[src/rtl/bcd_conv_pkg.sv]
// rtl/bcd_conv_pkg.sv - shared constants and helpers for the sequential binary-to-BCD converter
package bcd_conv_pkg;

    // FSM encoding
    localparam logic [1:0] ST_IDLE  = 2'd0;
    localparam logic [1:0] ST_SHIFT = 2'd1;
    localparam logic [1:0] ST_DONE  = 2'd2;

    // Double-dabble correction: any digit of 5 or more gets 3 added before the shift
    localparam logic [3:0] ADD3_THRESH = 4'd5;
    localparam logic [3:0] ADD3_VAL    = 4'd3;

    // 4-bit add-3 correction, no carry out of the nibble
    function automatic logic [3:0] add3_fix(input logic [3:0] d);
        return (d >= ADD3_THRESH) ? (d + ADD3_VAL) : d;
    endfunction

endpackage

[src/rtl/dd_digit_cell.sv]
// rtl/dd_digit_cell.sv - one BCD digit of the double-dabble shift chain
module dd_digit_cell
    import bcd_conv_pkg::*;
(
    input  logic       clk,
    input  logic       rst_n,
    input  logic       clear,
    input  logic       shift_en,
    input  logic       shift_in,
    output logic [3:0] digit_next,
    output logic       shift_out
);

    logic [3:0] digit_q;
    logic [3:0] adj;

    // Correct then shift: the corrected MSB leaves towards the next digit
    always_comb begin
        adj        = add3_fix(digit_q);
        shift_out  = adj[3];
        digit_next = {adj[2:0], shift_in};
    end

    // Digit register: cleared on a new conversion, advanced on every shift cycle
    always_ff @(posedge clk or negedge rst_n) begin
        if (!rst_n) begin
            digit_q <= 4'd0;
        end else if (clear) begin
            digit_q <= 4'd0;
        end else if (shift_en) begin
            digit_q <= digit_next;
        end
    end

endmodule

[src/rtl/bcd_conv_seq.sv]
// rtl/bcd_conv_seq.sv - sequential binary-to-BCD converter, one bit per clock, with handshake and blanking mask
module bcd_conv_seq
    import bcd_conv_pkg::*;
#(
    parameter int BIN_WIDTH  = 8,
    parameter int BCD_DIGITS = 3
) (
    input  logic                    clk,
    input  logic                    rst_n,
    input  logic                    in_valid,
    output logic                    in_ready,
    input  logic [BIN_WIDTH-1:0]    bin,
    output logic                    out_valid,
    input  logic                    out_ready,
    output logic [4*BCD_DIGITS-1:0] bcd,
    output logic                    overflow,
    output logic [BCD_DIGITS-1:0]   lz_mask
);

    localparam int CNT_W = $clog2(BIN_WIDTH + 1);

    logic [1:0]              state;
    logic [CNT_W-1:0]        cnt;
    logic [BIN_WIDTH-1:0]    sr;
    logic [BCD_DIGITS:0]     chain;
    logic [4*BCD_DIGITS-1:0] bcd_next;
    logic [BCD_DIGITS-1:0]   lz_next;
    logic                    accept;
    logic                    shifting;
    logic                    last_shift;
    logic                    run_zero;

    assign accept     = (state == ST_IDLE) && in_valid;
    assign shifting   = (state == ST_SHIFT);
    assign last_shift = shifting && (cnt == '0);
    assign in_ready   = (state == ST_IDLE);
    assign out_valid  = (state == ST_DONE);

    // Binary MSB feeds the ones digit; the top digit's carry-out is the overflow bit
    assign chain[0] = sr[BIN_WIDTH-1];

    genvar d;
    generate
        for (d = 0; d < BCD_DIGITS; d++) begin : g_digit
            dd_digit_cell u_cell (
                .clk        (clk),
                .rst_n      (rst_n),
                .clear      (accept),
                .shift_en   (shifting),
                .shift_in   (chain[d]),
                .digit_next (bcd_next[4*d +: 4]),
                .shift_out  (chain[d+1])
            );
        end
    endgenerate

    // Leading-zero mask from the final digits: digit d blanks when it and all above are zero
    always_comb begin
        lz_next  = '0;
        run_zero = 1'b1;
        for (int i = BCD_DIGITS - 1; i >= 1; i--) begin
            run_zero   = run_zero && (bcd_next[4*i +: 4] == 4'd0);
            lz_next[i] = run_zero;
        end
    end

    // Control FSM: IDLE -> SHIFT (BIN_WIDTH cycles) -> DONE -> IDLE
    always_ff @(posedge clk or negedge rst_n) begin
        if (!rst_n) begin
            state <= ST_IDLE;
        end else begin
            case (state)
                ST_IDLE:  if (in_valid)   state <= ST_SHIFT;
                ST_SHIFT: if (cnt == '0)  state <= ST_DONE;
                ST_DONE:  if (out_ready)  state <= ST_IDLE;
                default:                  state <= ST_IDLE;
            endcase
        end
    end

    // Shift register, bit counter and sticky overflow for the conversion in flight
    always_ff @(posedge clk or negedge rst_n) begin
        if (!rst_n) begin
            sr       <= '0;
            cnt      <= '0;
            overflow <= 1'b0;
        end else if (accept) begin
            sr       <= bin;
            cnt      <= CNT_W'(BIN_WIDTH - 1);
            overflow <= 1'b0;
        end else if (shifting) begin
            sr  <= sr << 1;
            cnt <= cnt - 1'b1;
            if (chain[BCD_DIGITS]) begin
                overflow <= 1'b1;
            end
        end
    end

    // Result registers: captured on the last shift so they hold until the next result
    always_ff @(posedge clk or negedge rst_n) begin
        if (!rst_n) begin
            bcd     <= '0;
            lz_mask <= '0;
        end else if (last_shift) begin
            bcd     <= bcd_next;
            lz_mask <= lz_next;
        end
    end

endmodule
[config.mk]
export PLATFORM = sky130hd
export DESIGN_NAME = bcd_conv_seq
export DESIGN_NICKNAME = d
export VERILOG_FILES = /design/src/rtl/bcd_conv_pkg.sv /design/src/rtl/dd_digit_cell.sv /design/src/rtl/bcd_conv_seq.sv
export SDC_FILE = /design/constraint.sdc
export NUM_CORES = 1
export LEC_CHECK = 0
export ABC_AREA = 1
export CORE_MARGIN = 2
export CORE_UTILIZATION = 23
export DETAILED_ROUTE_END_ITERATION = 8
export HOLD_SLACK_MARGIN = 0.1
export PLACE_DENSITY = 0.49
export SYNTH_ARGS = -nofsm -noshare
export SYNTH_HDL_FRONTEND = slang
export SYNTH_HIERARCHICAL = 1
export SYNTH_SLANG_ARGS = --single-unit
[constraint.sdc]
create_clock -name clk -period 1.6 [get_ports clk]
set_input_delay 0.32 -clock clk [delete_from_list [all_inputs] [get_ports clk]]
set_output_delay 0.32 -clock clk [all_outputs]
set_load 0.03 [all_outputs]
Yosys cells after proc, flatten, opt, wreduce, memory -nomap -nowiden --
Index checks and enable logic that the tools add are counted.
Storage, ports and cells: bits in registers 41, input bits 12, output and inout bits 18, word-level logic and storage cells 52
Cells by class: add/sub/neg operators 4, $lt $le $gt $ge 3, eq/ne operators 5, mux-type cells 20, reductions and logical operators 11
Operator list (count):
- 2-to-1 mux 4 bit | 11
- 2-to-1 mux 8 bit | 2
- adder 4 x 2 -> 4 bit, second input constant | 3
- >= comparator 4 x 3 -> 1 bit, second input constant | 3
- zero test 4 bit | 3
- 2-to-1 mux 2 bit | 3
- one-hot mux 2 bit (3 select lines) | 1
- inequality test 2 x 1 -> 1 bit, second input constant | 2
- nonzero test 2 bit | 2
- subtractor 4 x 1 -> 4 bit, second input constant | 1
- logical AND 1 bit | 3
- 2-to-1 mux 1 bit | 3
- AND reduction 3 bit | 1
- equality test 2 x 1 -> 1 bit, second input constant | 1
- equality test 2 bit, second input constant | 1
- zero test 2 bit | 1
- inequality test 2 bit, second input constant | 1
- AND reduction 2 bit | 1

Longest topological paths before layout --
depth in word-level cells 5, mapped depth 13, depth with buffers taken out 12

Cells and area by module --
The synthesis kept the hierarchy.
By module, submodules not included:
- bcd_conv_seq | times used 1, cells each 155, area an instance 1280.0 um^2, sequential area each 725.7 um^2
- dd_digit_cell | times used 3, cells each 43, area an instance 300.3 um^2, sequential area each 100.1 um^2

Worst setup path after synthesis --
OpenSTA, ideal clock, no wires.
path type reg-to-reg, start point reg state[0], end point reg g_digit[0].u_cell.digit_q[2], setup time 0.117 ns, data arrival time 1.577 ns, data required time 1.483 ns, setup slack -0.095 ns, cell stages (with the launch flop) 9, path buffers 0, period minus slack after synthesis 1.695 ns, cell sequence dfrtp_1 -> nor2_1 -> nand2_2 -> inv_2 -> inv_1 -> nand2_1 -> inv_1 -> nand2_1 -> nand2_1
On the way: cells in the longest elaborated chain, start to end 3, elaborated cells between the ends (all ways) 5, classes of those cells eq/ne (1); mux (1); reduce/logical (3)
RTL lines:
- start, declared | line bcd_conv_seq.sv:22 | logic [1:0] state;
- start signal, assigned | line bcd_conv_seq.sv:70 | state <= ST_IDLE;
- start signal, assigned | line bcd_conv_seq.sv:73 | ST_IDLE: if (in_valid) state <= ST_SHIFT;
- start signal, assigned | line bcd_conv_seq.sv:74 | ST_SHIFT: if (cnt == '0) state <= ST_DONE;
- zero test 2 bit *
- named net in_ready | line bcd_conv_seq.sv:11 | output logic in_ready,
- logical AND 1 bit * | line bcd_conv_seq.sv:33 | assign accept = (state == ST_IDLE) && in_valid;
- named net accept | line bcd_conv_seq.sv:28 | logic accept;
- 2-to-1 mux 4 bit or nonzero test 2 bit (tied branches)
- end signal, assigned | line dd_digit_cell.sv:31 | digit_q <= digit_next;
- end, declared | line dd_digit_cell.sv:14 | logic [3:0] digit_q;
Mark *: on every way through the listed nets, which the timed path passes. The rest lies on a longest branch. A chain may end at the register's enable or synchronous reset.

Worst setup path in the final report --
start point reg g_digit[1].u_cell.digit_q[0], end point reg lz_mask[1]
On the way: cells in the longest elaborated chain, start to end 4, elaborated cells between the ends (all ways) 6, classes of those cells add/sub (1); order compare (1); mux (1); reduce/logical (3)
RTL lines:
- start, declared | line dd_digit_cell.sv:14
- start signal, assigned | line dd_digit_cell.sv:31
- adder 4 x 2 -> 4 bit or >= comparator 4 x 3 -> 1 bit (tied branches) | line bcd_conv_pkg.sv:15 | return (d >= ADD3_THRESH) ? (d + ADD3_VAL) : d;
- 2-to-1 mux 4 bit * | line bcd_conv_pkg.sv:15
- named net bcd_next[5] | line bcd_conv_seq.sv:26 | logic [4*BCD_DIGITS-1:0] bcd_next;
- zero test 4 bit * | line bcd_conv_seq.sv:62 | run_zero = run_zero && (bcd_next[4*i +: 4] == 4'd0);
- logical AND 1 bit * | line bcd_conv_seq.sv:62
- end signal, assigned | line bcd_conv_seq.sv:107 | lz_mask <= lz_next;
- end, declared | line bcd_conv_seq.sv:17 | output logic [BCD_DIGITS-1:0] lz_mask
Marked as above.

==> impl_metrics.yaml <==
yosys:
  synth_top_cells_by_area: "dfrtp_1, nand2_1, inv_1, nand3_1, ha_1"
  post_synth_num_cell_types: 21
  synth_adder_area_share: 0.04016
  synth_simple_gate_area_share: 0.3408
  synth_largest_area_cell: "dfrtp_1"
  yosys-mux-area-fraction: 0
  synth-xor-area-share: 0
  synth_top_family_by_area: "simple AND/OR/NAND/NOR gates"
  postSynthNetCount: 303
  synth_sequential_area_ratio: 0.4705
  syn-mean-instance-area_um2: 7.679
  synth_seq_cells: 41
  synthCells: 284
  post_synth_instance_area_um2: 2181
  post-synth-top-area-fraction: 0.4705
  synth-compound-area-share: 0.05221
  ys_warns: 6
route:
  post-route-drc-count: 0
  detail_route.vias_per_cell: 4.002
  via_count: 1849
  drt_first_pass_iters: 4
  drt_iter0_markers: 117
  routed_wirelength_um: 4856
  ant_nets: 0
  wl_per_cell_um: 10.51
final_layout:
  synthToLayoutAreaGrowth_pct: 34.14
  design.final.nets: 351
  drive_gt1_frac: 0.2132
  insertedDiodeCount: 0
  finalInstanceArea_um2: 2925
critical_path:
  timing.critical_path.fanout_max: 5
  cp-start-kind: "flip-flop"
  worst_ep_required_time_ns: 1.84
  setup.worst_path.class: "flip-flop to flip-flop"
  crit_path_end_kind: "flip-flop"
  worstPathArrival_ns: 1.73
grt:
  gr-total-overflow: 0
  grt_first_pass_wirelength_um: 8086
  global_route.usage.total: 0.09965
  initial_antenna_violation_count: 0
  vias_in_the_first_global_route: 1725
  largest_net_degree_at_the_start_of_global_routing: 29
timing:
  slew_violations: 0
  worst-slew-pin-transition_ns: 0.5075
  final_hold_vios: 0
  finClkSkew_ns: 0.01096
  timing.slew.headroom: 0.6594
  whs_ns: 0.4715
  maxClockFrequency_ghz: 0.6708
  timing.final.crit_period_ns: 1.491
  rsz0062_at_grt: "yes"
  fin_tns_setup_ns: 0
  setup-violations-final: 0
  final_min_period_over_clock_period: 0.9317
floorplanning:
  die_h_um: 101.4
  die-area_um2: 10280
  num_rows: 35
  coreArea_um2: 9240
  initial_core_util: 0.2360
  ios: 30
  die_width_um: 101.4
clock_network:
  htree_levels: 2
  clk_latency_ns: 0.29
  path_clk_slew_ns: 0.09
  ctsRootBufferMaster: "clkbuf_8"
  tritoncts_clock_tree: "done"
  cts_made_buffers: 5
  numClockSinks: 41
  clock_tree.buffer_depth: 2
placement:
  placed_area_um2: 2646
  buffer_ports.inserted: 28
  gp_congestion: 0.8245
  dp.final_hpwl_um: 3492
hold_path:
  timing.hold.worst.class: "input pin to async pin"
power_and_ir_drop:
  cellPowerDensity_nw_per_um2: 2029
  ir_worst_vdd_uv: 701.5
  post-layout-total-power_uw: 5935
  power.static_leakage_uw: 0.001552
status:
  run_status: "finished, final reports clean"
run:
  timing.max_cap.violations: 0
[path summary, 6_finish.rpt]
check                                                          from                     end  slack, ns  cells past startpoint
max reg2reg                g_digit[1].u_cell/digit_q[0]$_DFFE_PN0P_  lz_mask[1]$_DFFE_PN0P_       0.11                     12
min reg2reg                                  lz_mask[1]$_DFFE_PN0P_  lz_mask[1]$_DFFE_PN0P_       0.47                      2
min                                                           rst_n  lz_mask[1]$_DFFE_PN0P_       0.47                      2
max                        g_digit[1].u_cell/digit_q[0]$_DFFE_PN0P_  lz_mask[1]$_DFFE_PN0P_       0.11                     12
max in group asynchronous                                     rst_n    overflow$_DFFE_PN0P_       0.65                      3
min in group clk                             lz_mask[1]$_DFFE_PN0P_  lz_mask[1]$_DFFE_PN0P_       0.47                      2
[registers in the layout, summed over array words and instances (netlist names)]
register,cells
bcd,12
cnt,4
g_digit.u_cell/digit_q,12
lz_mask,2
overflow,1
sr,8
state,2
[cells by family (layout without fill, tap and decap cells)]
family,after synthesis,in the layout
and+or+nand+nor,167,167
other,1,1
DFF,41,41
AOI/OAI and AO/OA,21,21
adders and majority gates,7,7
buffers and inverters,47,96
[final cells by class]
| cell class | instances | area [µm²] |
|---|---|---|
| clock buffers | 6 | 82.58 |
| clock inverters | 2 | 37.54 |
| fillers | 1014 | 6315 |
| inverters | 40 | 150.1 |
| multi-input cells | 196 | 1039 |
| flip-flops and latches | 41 | 1026 |
| well taps | 129 | 161.4 |
| repair buffers | 48 | 429.2 |
[timing repair]
item | 4_1_cts | 5_1_grt
gates resized for setup | 16 | 31
hold buffers | 1 | 0
pin swaps | 0 | 15
endpoints found under the hold margin | 13 | 0
buffers inserted | 0 | 9
cloned | 0 | 0
endpoints found under the setup margin | 16 | 6
[critical path, stage by stage, from the launching register on]
cell	delay, ns
dfrtp_1	0.41
inv_2	0.07
ha_4	0.16
inv_1	0.06
nand2_2	0.08
nand3_2	0.10
nand2_2	0.06
and2_4	0.16
nor2_2	0.07
nand2_1	0.08
nor2_1	0.10
nand2_1	0.05
nand2_1	0.05
[per-stage QoR]
stage / util / setup slack [ns] / instances
global placement: 0.2864 / 0.02532 / 444
global route: 0.3166 / -0.05744 / 462
finish: 0.3166 / 0.1092 / 462
floorplan: - / 0.1032 / 284
detailed placement: 0.2864 / 0.006956 / 444
CTS: 0.2984 / 0.02510 / 453
[synth_stat cells, drive strengths merged]
master	n
a21oi	4
and2	6
buf	7
conb	1
dfrtp	41
ha	7
inv	40
nand2	115
nand3	23
nand4	7
nor2	16
o211ai	1
o21ai	12
o22ai	3
o31ai	1
[where the power goes]
| part | switching (µW) | total [µW] | internal, µW |
|---|---|---|---|
| Sequential | 295 | 1770 | 1470 |
| Clock | 365 | 873 | 508 |
| Combinational | 1980 | 3300 | 1320 |
[routing by layer]
layer / vias to the layer above / track usage / wire length, µm
met5: - / 0 / 0
met4: 0 / 0.02495 / 69
met3: 9 / 0.02692 / 164
met2: 31 / 0.1523 / 2132
met1: 824 / 0.1401 / 2490
li1: 985 / - / -
[cells in the final DEF, fill, tap and decap left out, types with 4 or more instances in the layout]
cell             Yosys  layout
nor2_2               0       5
clkbuf_8             0       6
dfrtp_1             41      41
nand2_1            107     103
nand2_2              8      11
o21ai_1              1       4
inv_1               37      31
and2_4               0       4
nand4_1              7       7
nor2_1              14       9
dlygate4sd2_1        0      15
inv_2                3       9
clkdlybuf4s50_1      0      10
buf_4                6      19
ha_1                 7       4
o21ai_0             11       7
nand3_1             19      19
No activity file was read; power rests on OpenSTA's default activity.
